`config.mk`:
```
export PLATFORM = sky130hd
export DESIGN_NAME = pipe_ctrl_seq
export DESIGN_NICKNAME = d
export VERILOG_FILES = /design/src/rtl/pipe_ctrl_seq.sv
export SDC_FILE = /design/constraint.sdc
export NUM_CORES = 1
export LEC_CHECK = 0
export ABC_CLOCK_PERIOD_IN_PS = 6150
export CAP_MARGIN = 10
export CORE_MARGIN = 2
export CORE_UTILIZATION = 45
export CTS_BUF_LIST = sky130_fd_sc_hd__clkbuf_8
export DETAILED_ROUTE_END_ITERATION = 8
export GPL_TIMING_DRIVEN = 0
export MAX_ROUTING_LAYER = met4
export PLACE_DENSITY = 0.95
export SYNTH_ARGS = -nofsm -noshare
export SYNTH_HDL_FRONTEND = slang
export SYNTH_SLANG_ARGS = --single-unit
```
`constraint.sdc`:
```
create_clock -name clk -period 6.15 [get_ports clk]
set_input_delay 1.5375 -clock clk [delete_from_list [all_inputs] [get_ports clk]]
set_output_delay 1.5375 -clock clk [all_outputs]
set_load 0.02 [all_outputs]
```
`src/rtl/pipe_ctrl_seq.sv`:
```
// Pipeline stall/flush controller: merges stall requests, redirects on exceptions
// (deferring while the bus is busy), stretches flush and watches for endless stalls.
module pipe_ctrl_seq #(
    parameter int                      NSTAGE         = 8,
    parameter int                      NREQ           = 5,
    // Slice i (bits [i*NSTAGE +: NSTAGE]) is the stall vector of request i: load=0F, ex=1F, rest=7F
    parameter logic [NREQ*NSTAGE-1:0] STALL_MASK     = 40'h7F7F7F1F0F,
    parameter logic [31:0]             EXC_VECTOR     = 32'hbfc00380,
    parameter logic [31:0]             EXC_CODE_MASK  = 32'h00003732,
    parameter logic [31:0]             ERET_CODE      = 32'h0000000e,
    parameter int                      FLUSH_CYCLES   = 1,
    parameter int                      TIMEOUT_CYCLES = 1024
) (
    input  logic              clk,
    input  logic              rst,
    input  logic [NREQ-1:0]   stallreq_i,
    input  logic              mem_busy_i,
    input  logic [31:0]       excepttype_i,
    input  logic [31:0]       cp0_epc_i,
    output logic [NSTAGE-1:0] stall_o,
    output logic              flush_o,
    output logic [31:0]       new_pc_o,
    output logic              exc_pending_o,
    output logic              stall_timeout_o
);

    localparam int CNT_W = (FLUSH_CYCLES > 1) ? $clog2(FLUSH_CYCLES) : 1;
    localparam int WD_W  = (TIMEOUT_CYCLES > 0) ? $clog2(TIMEOUT_CYCLES + 1) : 1;
    localparam logic [WD_W-1:0] WD_MAX = WD_W'(TIMEOUT_CYCLES);

    localparam logic [1:0] ST_RUN   = 2'd0;
    localparam logic [1:0] ST_DEFER = 2'd1;
    localparam logic [1:0] ST_FLUSH = 2'd2;

    logic [1:0]        state_q, state_d;
    logic [CNT_W-1:0]  cnt_q, cnt_d;
    logic [31:0]       target_q, target_d;
    logic [WD_W-1:0]   wcnt_q, wcnt_d;
    logic              timeout_q, timeout_d;

    logic [31:0]       exc_target;
    logic [NSTAGE-1:0] merged_stall;
    logic [NSTAGE-1:0] stall_c;
    logic              flush_c;
    logic [31:0]       new_pc_c;
    logic              pending_c;

    always_comb begin
        exc_target = 32'h0;
        if (excepttype_i == ERET_CODE) begin
            exc_target = cp0_epc_i;
        end else if ((excepttype_i < 32'd32) && EXC_CODE_MASK[excepttype_i[4:0]]) begin
            exc_target = EXC_VECTOR;
        end
    end

    always_comb begin
        merged_stall = '0;
        for (int i = 0; i < NREQ; i++) begin
            if (stallreq_i[i]) begin
                merged_stall = merged_stall | STALL_MASK[i*NSTAGE +: NSTAGE];
            end
        end
    end

    always_comb begin
        state_d   = state_q;
        cnt_d     = cnt_q;
        target_d  = target_q;
        stall_c   = '0;
        flush_c   = 1'b0;
        new_pc_c  = 32'h0;
        pending_c = 1'b0;
        case (state_q)
            ST_RUN: begin
                if (excepttype_i != 32'h0) begin
                    target_d = exc_target;
                    if (mem_busy_i) begin
                        stall_c   = '1;
                        pending_c = 1'b1;
                        state_d   = ST_DEFER;
                    end else begin
                        flush_c  = 1'b1;
                        new_pc_c = exc_target;
                        if (FLUSH_CYCLES > 1) begin
                            state_d = ST_FLUSH;
                            cnt_d   = CNT_W'(FLUSH_CYCLES - 1);
                        end
                    end
                end else begin
                    stall_c = merged_stall;
                end
            end
            ST_DEFER: begin
                pending_c = 1'b1;
                if (mem_busy_i) begin
                    stall_c = '1;
                end else begin
                    flush_c  = 1'b1;
                    new_pc_c = target_q;
                    if (FLUSH_CYCLES > 1) begin
                        state_d = ST_FLUSH;
                        cnt_d   = CNT_W'(FLUSH_CYCLES - 1);
                    end else begin
                        state_d = ST_RUN;
                    end
                end
            end
            ST_FLUSH: begin
                flush_c  = 1'b1;
                new_pc_c = target_q;
                cnt_d    = cnt_q - CNT_W'(1);
                if (cnt_q == CNT_W'(1)) begin
                    state_d = ST_RUN;
                end
            end
            default: begin
                state_d = ST_RUN;
            end
        endcase
        if (rst) begin
            stall_c   = '0;
            flush_c   = 1'b0;
            new_pc_c  = 32'h0;
            pending_c = 1'b0;
        end
    end

    // Watchdog counts cycles with any stall asserted and saturates at the limit
    always_comb begin
        wcnt_d = '0;
        if (stall_c != '0) begin
            wcnt_d = (wcnt_q == WD_MAX) ? wcnt_q : wcnt_q + WD_W'(1);
        end
        timeout_d = timeout_q | ((TIMEOUT_CYCLES != 0) && (wcnt_d == WD_MAX));
    end

    always_ff @(posedge clk) begin
        if (rst) begin
            state_q   <= ST_RUN;
            cnt_q     <= '0;
            target_q  <= 32'h0;
            wcnt_q    <= '0;
            timeout_q <= 1'b0;
        end else begin
            state_q   <= state_d;
            cnt_q     <= cnt_d;
            target_q  <= target_d;
            wcnt_q    <= wcnt_d;
            timeout_q <= timeout_d;
        end
    end

    assign stall_o         = stall_c;
    assign flush_o         = flush_c;
    assign new_pc_o        = new_pc_c;
    assign exc_pending_o   = pending_c;
    assign stall_timeout_o = timeout_q & ~rst;

endmodule
```
Yosys cells after proc, flatten, opt, wreduce, memory -nomap -nowiden

Memory sizes are Yosys's and may differ from the RTL's.
Cells that the tools add are included.

Register bits: 47
ROM bits: 32
Bits of input ports: 72
Output and inout port bits: 43
Word-level logic and storage cells: 60
Memories: 1

Add/subtract/negate cells: 2
$lt $le $gt $ge: 2
Eq/ne operators: 9
Mux-type cells: 32
Bitwise gates (word level): 3
Reductions and logical operators: 6

Memories:

| memory           | words | bits a word | rd ports | clocked after memory_dff | write ports | line | RTL |
|---|---|---|---|---|---|---|---|
| (name not given) | 32    | 1           | 1        | 0                        | 0           | 52   | `end else if ((excepttype_i < 32'd32) && EXC_CODE_MASK[excepttype_i[4:0]]) begin` |

Operators by type and width:

| operator              | count |
|---|---|
| $mux 32               | 6 |
| $pmux 32 s3           | 1 |
| $eq 32x4->1 const B   | 1 |
| $lt 32x6->1 const B   | 1 |
| $reduce_bool 32->1    | 1 |
| $mux 8                | 3 |
| $eq 11x11->1 const B  | 2 |
| $mux 11               | 2 |
| $mux 7                | 3 |
| $pmux 8 s2            | 1 |
| $add 11x1->11 const B | 1 |
| $mux 2                | 4 |
| $ne 2x2->1 const B    | 4 |
| $reduce_bool 8->1     | 1 |
| $mux 1                | 7 |
| $lt 5x6->1 const B    | 1 |
| $pmux 2 s3            | 1 |
| $mux 5                | 1 |
| $mux 4                | 1 |
| $reduce_and 4->1      | 1 |
| $pmux 1 s3            | 1 |
| $eq 2x1->1 const B    | 1 |
| $eq 2x2->1 const B    | 1 |
| $logic_not 2->1       | 1 |
| other kinds (7)       | 7 |

Longest topological paths before layout

Gate-level depths: netlist of run 1.

Depth in word-level cells: 12
Mapped depth: 7
Depth with buffers taken out: 7

Worst setup path after synthesis of run 1

Ideal clock, no wire load.

Kind: input -> output
From: in excepttype_i[0]
To: out stall_o[1]
Arrival: 3.351 ns
Required time: 4.612 ns
Path slack: 1.262 ns
Stages: 7
Buffers on the path: 2
Path through: or4_4 > or4b_1 > o31ai_1 > o21bai_2 > buf_6 > inv_1 > buf_4

Longest elaborated chain between the ends: 4

Ends and longest elaborated chain:

| element            | line | RTL |
|---|---|---|
| start: declaration | 18   | `input logic [31:0] excepttype_i,` |
| $reduce_bool 32->1 | 76   | `if (excepttype_i != 32'h0) begin` |
| $mux 8             | 76   |  |
| $pmux 8 s2         | 74   | `case (state_q)` |
| $mux 8             | 121  | `if (rst) begin` |
| end: declaration   | 20   | `output logic [NSTAGE-1:0] stall_o,` |

Every way passes these cells.

Worst setup path after layout of run 1

From: in excepttype_i[0]
To: out stall_o[2]

Same word-level chain as after synthesis.

==> reports/qor.yml, run 1 <==
route:
  via_per_inst: 5.67
  wirelength_um: 7990
  firstDrtPassIters: 5
  drc: 0
  via_count: 2988
  final_antenna_net_count: 0
  routedWlPerCell_um: 15.2
  drtIter0Drc: 182
die:
  die_x_um: 77.6
  core_mm2: 0.00517
  die_h_um: 77.6
  die_area_mm2: 0.00602
  fp-row-count: 26
  start_util_pct: 47.1
  ios: 115
power:
  power.share.switching_pct: 24.1
  leakage_nw: 1.22
  power_density_mw_per_mm2: 165
  fin_total_pwr_w: 0.000624
  seqPwrFrac_pct: 47.7
  switchingPower_w: 0.000151
  irDropWorstVdd_mv: 0.141
  intPower_w: 0.000474
  combPwrFrac_pct: 16.2
  clkPwrFrac_pct: 36.0
setup_path:
  crit_required_ps: 4610
  startpoint_type: "input port"
  cp.arrival_ps: 4430
  rr_startpoint: "wcnt_q[0]"
  slowest_delay_ps: 600
  crit_top_cell: "clkdlybuf4s50_1"
  worst_path_max_delay_cell: "or4_4"
  critical-path-top-delay-family: "buffers and inverters"
  crit_buf_inv: 5
  criticalPathCategory: "in2out"
  endpoint_kind: "output port"
  r2r_end: "timeout_q"
  crit_fanout: 10
  r2r_slack_ps: 4130
  crit_path_cell_trace: "clkdlybuf4s50_1 -> or4_4 -> or4b_1 -> o31ai_1 -> o21bai_2 -> buf_6 -> inv_1 -> buf_4 -> clkdlybuf4s50_1"
  reg2reg_depth: 7
yosys:
  seq_area_frac_synth_pct: 37.0
  yosys-top-cells-count: "a21oi_1 (58), nand2_1 (58), dfxtp_1 (45)"
  netlist_instances: 335
  synth_compound_area_share_pct: 24.1
  synthMuxAreaShare_pct: 0
  synth-edff-count: 0
  synth_warnings: 0
  synth_top_family_by_area: "simple AND/OR/NAND/NOR gates"
  ys_async_sr_fraction_pct: 0
  synthDominantCellAreaShare_pct: 37.0
  ys_ff_latch: 45
  syn-num-nets: 409
  synth_area_per_cell_um2: 7.27
  synth.distinct_cells: 37
  synth_top_cell_by_area: "dfxtp_1"
  synthAdderAreaFrac_pct: 1.03
  synth_xor_area_share_pct: 4.31
  synth.area.top_cells: "dfxtp_1 (37%), a21oi_1 (12%), nand2_1 (8.9%), o21ai_0 (5.5%), nor2_1 (4.0%)"
  synth_simple_gate_area_share_pct: 26.1
  yosys_most_used_dff: "dfxtp_1"
  netlist_area_mm2: 0.00244
clocking:
  cts_buffer_depth: 2
  root_buffer: "clkbuf_8"
  tritoncts: "yes"
  clock-sinks: 45
  cts_max_level: 2
  numCtsBuffers: 5
  clkTransAtPathRegs_ps: 90
  hold_buffers: 0
  clk_latency_ps: 300
timing:
  relSlewSlack_pct: 64.7
  final.setup_skew_ps: 5.50
  hold_viol: 0
  worstMarginPinSlew_ps: 529
  rsz0062_at_grt: "no"
  finalSetupTns_ps: 0
  drv_slew: 0
  period_share_pct: 97.0
  min_period_ps: 5970
  fmaxAchievable_mhz: 168
  setup_viol: 0
global_routing:
  grt-busiest-layer: "met2"
  grt_pass1_wl_um: 12800
  antenna_found_initial: 0
  grt_use_met2_pct: 47.7
  grt_pass1_vias: 2875
  grt_use_total_pct: 26.8
  use_met3_pct: 6.40
  grt.met1_usage_pct: 29.5
  overflow: 0
  grt_max_degree: 15
cells_and_area:
  seq_area_um2: 901
  drive_gt1_share_pct: 5.47
  fin_nets: 530
  multiInputGateArea_mm2: 0.00137
  syn_to_final_growth_pct: 55.6
  diodes: 0
  design_area_mm2: 0.00379
  fin_util_pct: 73.3
  nFillCells: 363
hold_path:
  hp-class: "reg2reg"
  hold_depth: 2
  hp-start: "target_q[16]"
  hold_end: "target_q[16]"
job:
  drv_cap: 0
placement:
  dp_hpwl_um: 5740
  portBuffers: 113
  dpl_cell_area_mm2: 0.00365
  routabilityCongestion: 0.891
outcome:
  outcome: "completed"
worst reg2reg max path, stage by stage (launching register included):
cell,delay (ps)
dfxtp_1,470
ha_1,190
clkbuf_1,300
nand2_1,90
nor4_1,340
xnor2_1,130
nand4b_1,200
o32ai_1,220
area by class of cell:
cell class	instances	area share, %
timing repair buffer	114	30.0
tap	70	2.31
inverter	7	0.693
buffer	32	4.13
clock inverter	3	1.12
multi-input combinational	251	36.1
sequential	45	23.8
clock buffer	5	1.82
routing by layer:
layer / wire, um / vias up
met5: 0 / -
met4: 255 / 0
met3: 671 / 30
met2: 4040 / 174
met1: 3020 / 1370
li1: - / 1414
worst max-delay path by stage:
stage / from / to / slack, ps / cells after the start
after global routing: excepttype_i[0] / stall_o[1] / 30 / 9
after CTS: excepttype_i[25] / new_pc_o[24] / 160 / 8
after floorplan: excepttype_i[0] / stall_o[1] / 1260 / 7
after global placement: excepttype_i[15] / new_pc_o[12] / 250 / 8
final: excepttype_i[0] / stall_o[2] / 180 / 9
after detailed placement: excepttype_i[25] / new_pc_o[23] / 200 / 8
timing repair:
action                                  CTS  global route
buffers inserted                          0             1
resized for setup                         0             3
endpoints found under the setup margin    0            17
cell usage in the layout, fill, tap and decap left out, types with 2 or more instances in the layout:
master	instances
nor4_1	10
nand3_1	13
buf_2	3
nor4b_1	2
nand4b_1	3
inv_1	8
nor3_2	2
nand4_1	4
nand2_1	58
a21oi_1	58
nor3_1	3
nor2_1	26
clkdlybuf4s50_1	113
xnor2_1	6
clkbuf_1	23
nor3b_1	3
o21ai_0	27
xor2_1	6
ha_1	2
dfxtp_1	45
o31ai_1	3
a22oi_1	10
buf_4	5
clkbuf_8	6
flip-flops by register name (all words and copies together), names as in the netlist:
signal and flops:
timeout_q 1, wcnt_q 11, state_q 1, target_q 32
kinds of logic (layout without fill, tap and decap cells):
logic type / Yosys count / after routing
fa+ha+maj: 2 / 2
compound gates: 105 / 105
flops: 45 / 45
simple gates: 132 / 132
xor+xnor: 12 / 12
buf+inv: 39 / 161
stage by stage:
step	cells	hold WS, ps	worst slack, ps
detailed placement	518	448	201
global placement	518	438	251
CTS	526	461	158
finish	527	459	183
floorplan	335	429	1260
global route	527	483	28.8
power by group through the flow:
stage / clock network, W / registers, W / logic [W]
after floorplan: 0 / 0.000304 / 0.0000353
after global placement: 0 / 0.000304 / 0.0000966
after detailed placement: 0 / 0.000304 / 0.0000988
after CTS: 0.000227 / 0.000298 / 0.0000998
after global routing: 0.000238 / 0.000298 / 0.000108
final: 0.000225 / 0.000298 / 0.000101
No activity file was read; power rests on OpenSTA's default activity.
==> inputs of run 2 (changes only) <==
--- a/config.mk
+++ b/config.mk
@@ -6,14 +6,14 @@
 export NUM_CORES = 1
 export LEC_CHECK = 0
 export ABC_CLOCK_PERIOD_IN_PS = 6150
-export CAP_MARGIN = 10
 export CORE_MARGIN = 2
-export CORE_UTILIZATION = 45
+export CORE_UTILIZATION = 38
 export CTS_BUF_LIST = sky130_fd_sc_hd__clkbuf_8
 export DETAILED_ROUTE_END_ITERATION = 8
 export GPL_TIMING_DRIVEN = 0
 export MAX_ROUTING_LAYER = met4
-export PLACE_DENSITY = 0.95
+export PLACE_DENSITY = 0.83
 export SYNTH_ARGS = -nofsm -noshare
 export SYNTH_HDL_FRONTEND = slang
 export SYNTH_SLANG_ARGS = --single-unit
+export TNS_END_PERCENT = 20
==> reports/qor.yml, run 2 (synthesis results as in run 1) <==
route:
  drc: 0
  drtIter0Drc: 126
  wirelength_um: 7440
  via_per_inst: 5.28
  final_antenna_net_count: 0
  firstDrtPassIters: 4
  via_count: 2813
  routedWlPerCell_um: 14.0
placement:
  portBuffers: 113
  dp_hpwl_um: 5670
  place_ws_ps: 200
  dp_cells: 525
  routabilityCongestion: 0.937
hold_path:
  hp-class: "reg2reg"
timing:
  drv_slew: 0
  min_period_ps: 5980
  finalSetupTns_ps: 0
  rsz0062_at_grt: "no"
  fmaxAchievable_mhz: 167
  setup_viol: 0
  hold_viol: 0
  period_share_pct: 97.2
  fin_hold_ws_ps: 460
  worstMarginPinSlew_ps: 570
  fin_ws_ps: 172
  relSlewSlack_pct: 61.7
  final.setup_skew_ps: 7.17
clocking:
  cts_buffer_depth: 2
  hold_buffers: 0
  ctsResizeCount: 0
  cts_max_level: 2
  tritoncts: "yes"
  numCtsBuffers: 5
  root_buffer: "clkbuf_8"
  post_cts_buffers: 0
  clock-sinks: 45
  clkTransAtPathRegs_ps: 80
  clk_latency_ps: 300
cells_and_area:
  seq_area_um2: 901
  largest_reg_flops: 32
  syn_to_final_growth_pct: 54.1
  fin_nets: 529
  top_register: "target_q"
  instances_no_fill: 533
  multiInputGateArea_mm2: 0.00135
  final_cell_mix: "clkdlybuf4s50_1 (113), a21oi_1 (58), nand2_1 (58), dfxtp_1 (45), o21ai_0 (27)"
  top_regs: "target_q: 32 flops, wcnt_q: 11 flops"
  final_common_cell: "clkdlybuf4s50_1"
  diodes: 0
  drive_gt1_share_pct: 4.82
  nFillCells: 571
  fin_util_pct: 59.8
die:
  start_util_pct: 38.8
  fp-row-count: 29
  die_h_um: 84.1
  die_area_mm2: 0.00707
  ios: 115
  die_x_um: 84.1
  core_mm2: 0.00628
setup_path:
  cp.arrival_ps: 4440
  rr_startpoint: "wcnt_q[0]"
  endpoint_kind: "output port"
  r2r_slack_ps: 4140
  worstSetupEndpoint: "new_pc_o[12]"
  reg2reg_depth: 7
  worstSetupStartpoint: "excepttype_i[25]"
  crit_required_ps: 4610
  r2r_end: "timeout_q"
  crit_fanout: 10
  criticalPathCategory: "in2out"
  startpoint_type: "input port"
global_routing:
  antenna_found_initial: 0
  overflow: 0
  grt-busiest-layer: "met2"
  grt_pass1_vias: 2728
  grt.met1_usage_pct: 26.6
  grt_pass1_wl_um: 12400
  use_met3_pct: 3.76
  grt_use_met2_pct: 36.7
  grt_max_degree: 16
  grt_use_total_pct: 21.5
job:
  drv_cap: 0
power:
  irDropWorstVdd_mv: 0.0987
  leakage_nw: 1.20
  power_density_mw_per_mm2: 156
outcome:
  outcome: "completed"
[run 2: critical path: stages]
cell,delay (ps)
clkdlybuf4s50_1,400
nor4_1,290
nand4_1,340
nor4_1,500
clkbuf_1,450
a22oi_1,150
nor2_1,140
clkdlybuf4s50_1,630
[run 2: how the worst min path moves through the flow]
stage	startpoint	end	slack, ps	depth (start not counted)
after floorplan	target_q[12]	target_q[12]	430	2
after global placement	target_q[12]	target_q[12]	440	2
after detailed placement	target_q[21]	target_q[21]	450	2
after CTS	target_q[21]	target_q[21]	460	2
after global routing	target_q[12]	target_q[12]	480	2
final	target_q[18]	target_q[18]	460	2
[run 2: power breakdown]
part | leakage, nW | switching [W] | internal (W)
clock | 0.0481 | 0.000107 | 0.0000807
combinational | 0.787 | 0.0000414 | 0.0000580
sequential | 0.364 | 0.00000244 | 0.000295
total | 1.20 | 0.000151 | 0.000434
[run 2: area by class of cell]
| cell class | instances | share of cell area (%) |
|---|---|---|
| plain buffers | 32 | 4.17 |
| clock buffers | 5 | 1.83 |
| clock inverters | 3 | 0.600 |
| inverters | 7 | 0.700 |
| multi-input cells | 251 | 36.0 |
| flip-flops and latches | 45 | 24.0 |
| well taps | 77 | 2.57 |
| repair buffers | 113 | 30.1 |
[run 2: routing by layer]
metal | vias up | wire length [um]
met2 | 80 | 3750
li1 | 1411 | -
met1 | 1314 | 3260
met3 | 8 | 349
met4 | 0 | 78
met5 | - | 0
[run 2: stage by stage]
step / area, um2 / total power (W)
3_3_place_gp: 3660 / 0.000402
4_1_cts: 3750 / 0.000587
3_5_place_dp: 3660 / 0.000403
5_1_grt: 3750 / 0.000607
2_1_floorplan: 2440 / 0.000339
6_report: 3750 / 0.000585
